--- config.mk ---
export PLATFORM = sky130hd
export DESIGN_NAME = reg_wb_arbiter
export DESIGN_NICKNAME = d
export VERILOG_FILES = /design/src/rtl/reg_wb_pkg.sv /design/src/rtl/reg_wb_arbiter_rr_arb2.sv /design/src/rtl/reg_wb_arbiter.sv
export SDC_FILE = /design/constraint.sdc
export NUM_CORES = 1
export LEC_CHECK = 0
export ABC_AREA = 1
export CELL_PAD_IN_SITES_DETAIL_PLACEMENT = 0
export CELL_PAD_IN_SITES_GLOBAL_PLACEMENT = 1
export CORE_MARGIN = 1.5
export CORE_UTILIZATION = 29
export DETAILED_ROUTE_END_ITERATION = 16
export PLACE_DENSITY_LB_ADDON = 0.1
export SYNTH_ARGS = -nofsm -noshare
export SYNTH_HDL_FRONTEND = slang
export SYNTH_SLANG_ARGS = --single-unit
export TNS_END_PERCENT = 5
--- constraint.sdc ---
create_clock -name Clock -period 2.65 [get_ports Clock]
set_input_delay 0.795 -clock Clock [delete_from_list [all_inputs] [get_ports Clock]]
set_output_delay 0.795 -clock Clock [all_outputs]
set_load 0.005 [all_outputs]
--- src/rtl/reg_wb_pkg.sv ---
// reg_wb_pkg: shared widths and grant encoding for the register writeback arbiter.
package reg_wb_pkg;
    localparam int DATA_W_DEF = 32;
    localparam int ADDR_W_DEF = 5;
    localparam int CNT_W_DEF  = 16;
    typedef enum logic {
        GNT_ALU = 1'b0,
        GNT_MEM = 1'b1
    } gnt_t;
endpackage

--- src/rtl/reg_wb_arbiter_rr_arb2.sv ---
// rr_arb2: two-input round-robin grant; Last_Grant advances only when a grant is issued.
module rr_arb2
    import reg_wb_pkg::*;
(
    input  logic Clock,
    input  logic Reset,
    input  logic Hold,
    input  logic Req_Alu,
    input  logic Req_Mem,
    output logic Gnt_Alu,
    output logic Gnt_Mem
);
    gnt_t last_grant, next_grant;

    always_ff @(posedge Clock or posedge Reset) begin
        if (Reset) last_grant <= GNT_MEM;
        else       last_grant <= next_grant;
    end

    // Grants are issued only to a valid requester, so a grant is a transfer.
    always_comb begin
        Gnt_Alu    = !Reset && !Hold && Req_Alu && (!Req_Mem || last_grant == GNT_MEM);
        Gnt_Mem    = !Reset && !Hold && Req_Mem && (!Req_Alu || last_grant == GNT_ALU);
        next_grant = Gnt_Alu ? GNT_ALU : Gnt_Mem ? GNT_MEM : last_grant;
    end
endmodule

--- src/rtl/reg_wb_arbiter.sv ---
// reg_wb_arbiter: merges ALU and load writebacks into one registered register-file write port.
module reg_wb_arbiter
    import reg_wb_pkg::*;
#(
    parameter int DATA_W = DATA_W_DEF,
    parameter int ADDR_W = ADDR_W_DEF,
    parameter int CNT_W  = CNT_W_DEF
) (
    input  logic              Clock,
    input  logic              Reset,
    input  logic              Hold,
    input  logic              Alu_Valid,
    input  logic [ADDR_W-1:0] Alu_Reg,
    input  logic [DATA_W-1:0] Alu_Data,
    output logic              Alu_Ready,
    input  logic              Mem_Valid,
    input  logic [ADDR_W-1:0] Mem_Reg,
    input  logic [DATA_W-1:0] Mem_Data,
    output logic              Mem_Ready,
    output logic              Reg_Write,
    output logic [ADDR_W-1:0] Write_Register,
    output logic [DATA_W-1:0] Write_Data,
    output logic [CNT_W-1:0]  Commit_Count
);
    logic              gnt_alu, gnt_mem, commit;
    logic [ADDR_W-1:0] sel_reg;
    logic [DATA_W-1:0] sel_data;

    rr_arb2 u_arb (
        .Clock   (Clock),
        .Reset   (Reset),
        .Hold    (Hold),
        .Req_Alu (Alu_Valid),
        .Req_Mem (Mem_Valid),
        .Gnt_Alu (gnt_alu),
        .Gnt_Mem (gnt_mem)
    );

    assign Alu_Ready = gnt_alu;
    assign Mem_Ready = gnt_mem;

    // Index-0 transfers are accepted but dropped here, like writes to a hardwired zero register.
    always_comb begin
        sel_reg  = gnt_alu ? Alu_Reg : Mem_Reg;
        sel_data = gnt_alu ? Alu_Data : Mem_Data;
        commit   = (gnt_alu || gnt_mem) && sel_reg != '0;
    end

    always_ff @(posedge Clock or posedge Reset) begin
        if (Reset) begin
            Reg_Write      <= 1'b0;
            Write_Register <= '0;
            Write_Data     <= '0;
            Commit_Count   <= '0;
        end else begin
            Reg_Write <= commit;
            if (commit) begin
                Write_Register <= sel_reg;
                Write_Data     <= sel_data;
                if (Commit_Count != '1) Commit_Count <= Commit_Count + CNT_W'(1);
            end
        end
    end
endmodule

* Word-level counts from Yosys, hierarchy flattened *
Cells that the tools add are included.

storage, ports and cells
  register bits after elaboration = 55
  input bits = 79
  output and inout port bits = 56
  word-level logic and storage cells = 28

cells by class
  add/sub/neg operators = 1
  equal/unequal tests = 1
  muxes and demuxes = 4
  bitwise gates (word level) = 1
  reductions and logical operators = 16

operators with widths
  kind                     count
  $mux W32                 1
  $add A16 B1 Y16 const B  1
  $ne A16 B16 Y1 const B   1
  $logic_and A1 B1 Y1      6
  $mux W5                  1
  $reduce_bool A5 Y1       1
  $logic_not A1 Y1         4
  $logic_or A1 B1 Y1       3
  $mux W1                  2
  $reduce_and A2 Y1        1
  $reduce_bool A2 Y1       1
  $not A1 Y1               1

* Depth between registers and ports, before layout *
  depth after elaboration = 8
  gate-level depth with buffers = 13

* Modules after synthesis *
Synthesis repeated with hierarchy kept, for this count alone.

second synthesis, totals
  cells, all modules = 446
  area, all modules = 3,034.2 µm²

by module, submodules not included
  module          instances  cells each  area each (µm²)  sequential area each (µm²)
  reg_wb_arbiter  1          434         2,956.6          1,351.3
  rr_arb2         1          12          77.6             26.3

* Worst setup path after synthesis *
OpenSTA, ideal clock, no wires.

  path type = input-to-reg
  from = in Hold
  to = reg Write_Data[10]
  setup time = 123 ps
  arrival time = 1,816 ps
  required time = 2,527 ps
  path slack = 711 ps
  cell stages on the path = 10
  buffers on the path = 2
  path through = nor2_4 -> nand3_2 -> buf_6 -> nand2_1 -> nand2_1 -> nor2_2 -> nand2_4 -> nand2_8 -> buf_4 -> o21ai_1

on the way
  longest elaborated chain between the ends = 7
  elaborated cells on any way between the ends = 11
  those cells by class = 2 x mux; 9 x reduce/logical

ends and longest elaborated chain
  what                               line                                                        source
  start, declared                    reg_wb_arbiter.sv:11                                        input logic Hold,
  $logic_not A1 Y1 (*)               reg_wb_arbiter_rr_arb2.sv:22, reg_wb_arbiter_rr_arb2.sv:23
  $logic_and A1 B1 Y1 (*)            reg_wb_arbiter_rr_arb2.sv:22, reg_wb_arbiter_rr_arb2.sv:23
  $logic_and A1 B1 Y1 (2 in series)  reg_wb_arbiter_rr_arb2.sv:22                                Gnt_Alu = !Reset && !Hold && Req_Alu && (!Req_Mem || last_grant == GNT_MEM);
  $mux W5                            reg_wb_arbiter.sv:44                                        sel_reg = gnt_alu ? Alu_Reg : Mem_Reg;
  $reduce_bool A5 Y1                 reg_wb_arbiter.sv:46                                        commit = (gnt_alu || gnt_mem) && sel_reg != '0;
  $logic_and A1 B1 Y1                reg_wb_arbiter.sv:46
  end signal, assigned               reg_wb_arbiter.sv:59                                        Write_Data <= sel_data;
  end, declared                      reg_wb_arbiter.sv:22                                        output logic [DATA_W-1:0] Write_Data,

Mark *: on every way between the ends. The rest lies on a longest branch, timed or not.
A chain may end at the register's enable or synchronous reset.

* Worst setup path in the final report *
  from = in Alu_Valid
  to = out Mem_Ready

on the way
  longest elaborated chain between the ends = 3

ends and longest elaborated chain
  what                 line                          source
  start, declared      reg_wb_arbiter.sv:12          input logic Alu_Valid,
  $logic_not A1 Y1     reg_wb_arbiter_rr_arb2.sv:23  Gnt_Mem = !Reset && !Hold && Req_Mem && (!Req_Alu || last_grant == GNT_ALU);
  $logic_or A1 B1 Y1   reg_wb_arbiter_rr_arb2.sv:23
  $logic_and A1 B1 Y1  reg_wb_arbiter_rr_arb2.sv:23
  end, declared        reg_wb_arbiter.sv:19          output logic Mem_Ready,

Every way passes these cells.

==> reports/summary.txt <==
Register area share after synthesis - 47.3%
Synth-to-Final Area Change - 58.8%
Setup Skew - 0.00279 ns
Die X - 103 um
Hold Slack - 0.482 ns
Die area - 10,700 um2
Synthesized instance count - 337
Final Max Tran Viols - 0
Outcome - finished, final reports clean
RSZ-0062 raised after global routing - false
Io pins - 135
Worst rel slew slack - 62.9%
Worst hold path type - register to register
Routability cong. - 0.789
Worst-path clk slew - 0.09 ns
Number of synthesized register bits - 55
Antenna diodes - 0
Layout Nets - 563
Post-synth ARST share - 100%
Die extent in y - 103 um
Switch share - 27.4%
Largest area contributor in the netlist - dfrtp_1
Post-route cell area - 4620 um2
Max Cap Viol - 0
Ys Warns - 0
Post-synth top area share - 46.4%
DRT Pass-1 Iters - 4
Critical path class - input port to primary output
Multi-input logic area - 1320 um2
Tmin final - 2.48 ns
Syn_nets - 417
Int Power - 1.85 mW
WL per Instance - 13.6 um
Clock Latency Late Sink - 0.30 ns
Final HPWL DP - 6230 um
Crit. End Element - primary output
Ys flop type - dfrtp_1
Post-route ant nets - 0
Clock power frac - 21.1%
Final wirelength - 8370 um
Clock buffer depth - 2
Crit start category - input port
Core area - 9770 um2
I/O Buffers - 134
Via density per instance - 4.44
Via Count - 2,733
Synth Area per Inst - 8.64 um2
Power Dens Cells - 552 nW/um2
Flop pwr share - 44.3%
Initial Util - 29.8%
H-tree depth - 2
GR Overflow Total - 0
Final Cycle Share - 93.6%
Crit path arrival time - 1.68 ns
Crit path max fanout - 4
Final Setup Violations - 0
Commonest non-fill, non-tap cells in the layout - clkdlybuf4s50_1 (128), nand2_1 (106), dfrtp_1 (54)
Antenna violations before repair - 0
Global-route wire length before repair - 12,900 um
Worst VDD drop - 0.227 mV
Ranking of synthesized cells by area - dfrtp_1 (46%), nand2_1 (14%), mux2i_1 (11%), o21ai_1 (6.0%), nand4_1 (4.1%)
Root Buffer - clkbuf_8
Layout cells sized above 1 - 8.28%
F_max - 0.403 GHz
NetSw - 0.700 mW
Post-Syn Area - 2910 um2
Vias in the first global route - 2,642
Setup TNS - 0 ns
Placed cells - 604
Initial drt markers - 90
Pin count of the biggest net entering global routing - 56
Post-synth EDFFs - 0
DRC viols - 0
Placement Cell Area - 4480 um2
Fillers - 987
Cell variety after synth - 25
Most common cell after layout, fill and taps aside - clkdlybuf4s50_1
Fin cells - 616
Leak pwr - 2.28 nW
Gate power share - 34.6%
Num CTS Buffers - 5
TritonCTS Sinks - 55
Worst-Margin Slew - 0.556 ns
Fin. Hold Viols - 0
Hold bufs inserted after CTS - 0
CTS tree - built
GRT Util Overall - 15.6%
FF+latch area - 1380 um2
Crit path required time - 1.86 ns
Site row count - 36
-- state kept, by name, indices dropped and copies added (netlist names) --
name,flops
u_arb.last_grant,1
Write_Register,5
Commit_Count,16
Write_Data,32
Reg_Write,1
-- power groups by stage --
stage	Sequential, mW	Clock, mW	Combinational (mW)
final	1.13	0.539	0.883
after global placement	1.14	0	0.880
after global routing	1.16	0.600	0.981
after floorplan	1.16	0	0.299
after detailed placement	1.15	0	0.884
after CTS	1.14	0.569	0.899
-- worst max-delay path, stage by stage --
cell           delay (ns)
dlygate4sd2_1        0.28
inv_1                0.06
o211ai_1             0.22
inv_1                0.06
dlygate4sd2_1        0.26
-- final cells by class --
class	instances	share of cell area, %
well taps	133	3.60
clock inverters	1	0.649
clock buffers	6	1.57
flip-flops and latches	55	29.8
multi-input cells	239	28.5
repair buffers	156	33.8
inverters	26	2.11
-- per-layer routing --
metal  wire length, um  global-route usage (%)  vias up
li1                  -                       -     1401
met1              3620                    19.1     1237
met2              4010                    27.3       83
met3               604                    3.83       12
met4               129                    4.37        0
met5                 0                       0        -
-- what timing repair did --
item | 4_1_cts | 5_1_grt
endpoints found under the hold margin | 0 | 0
setup endpoints to repair | 2 | 0
gates resized for setup | 9 | 0
setup buffers | 5 | 0
-- final timing paths --
check                      cells after the start               from  slack [ns]                end
max                                            5          Alu_Valid        0.17          Mem_Ready
max reg2reg                                   17   u_arb.last_grant        0.42     Write_Data[31]
max in group asynchronous                      4              Reset        1.54   u_arb.last_grant
min in group asynchronous                      4              Reset        0.83    Commit_Count[9]
min reg2reg                                    2  Write_Register[0]        0.48  Write_Register[0]
min                                            2  Write_Register[0]        0.48  Write_Register[0]
-- stage by stage --
stage | setup slack [ns] | power, mW | utilization, %
2_1_floorplan | 0.514 | 1.46 | -
3_3_place_gp | -0.247 | 2.02 | 45.9
3_5_place_dp | -0.272 | 2.04 | 45.9
4_1_cts | 0.179 | 2.60 | 47.3
5_1_grt | 0.0444 | 2.74 | 47.3
6_report | 0.170 | 2.55 | 47.3
-- synth_stat cells (3+ instances only) --
library cell,number
buf_2,7
buf_4,3
buf_6,6
dfrtp_1,54
inv_1,25
mux2i_1,32
nand2_1,108
nand3_1,12
nand4_1,19
nor2_1,13
o21ai_1,35
xnor2_1,5
xor2_1,3
-- cells by family after synthesis --
group / Yosys count / share of synthesized area (%)
simple gates: 158 / 24.0
flops: 55 / 47.3
buf+inv: 43 / 7.77
compound gates: 40 / 7.13
mux: 32 / 11.0
xor+xnor: 8 / 2.41
fa+ha+maj: 1 / 0.429
(Power assumes the default switching activity.)
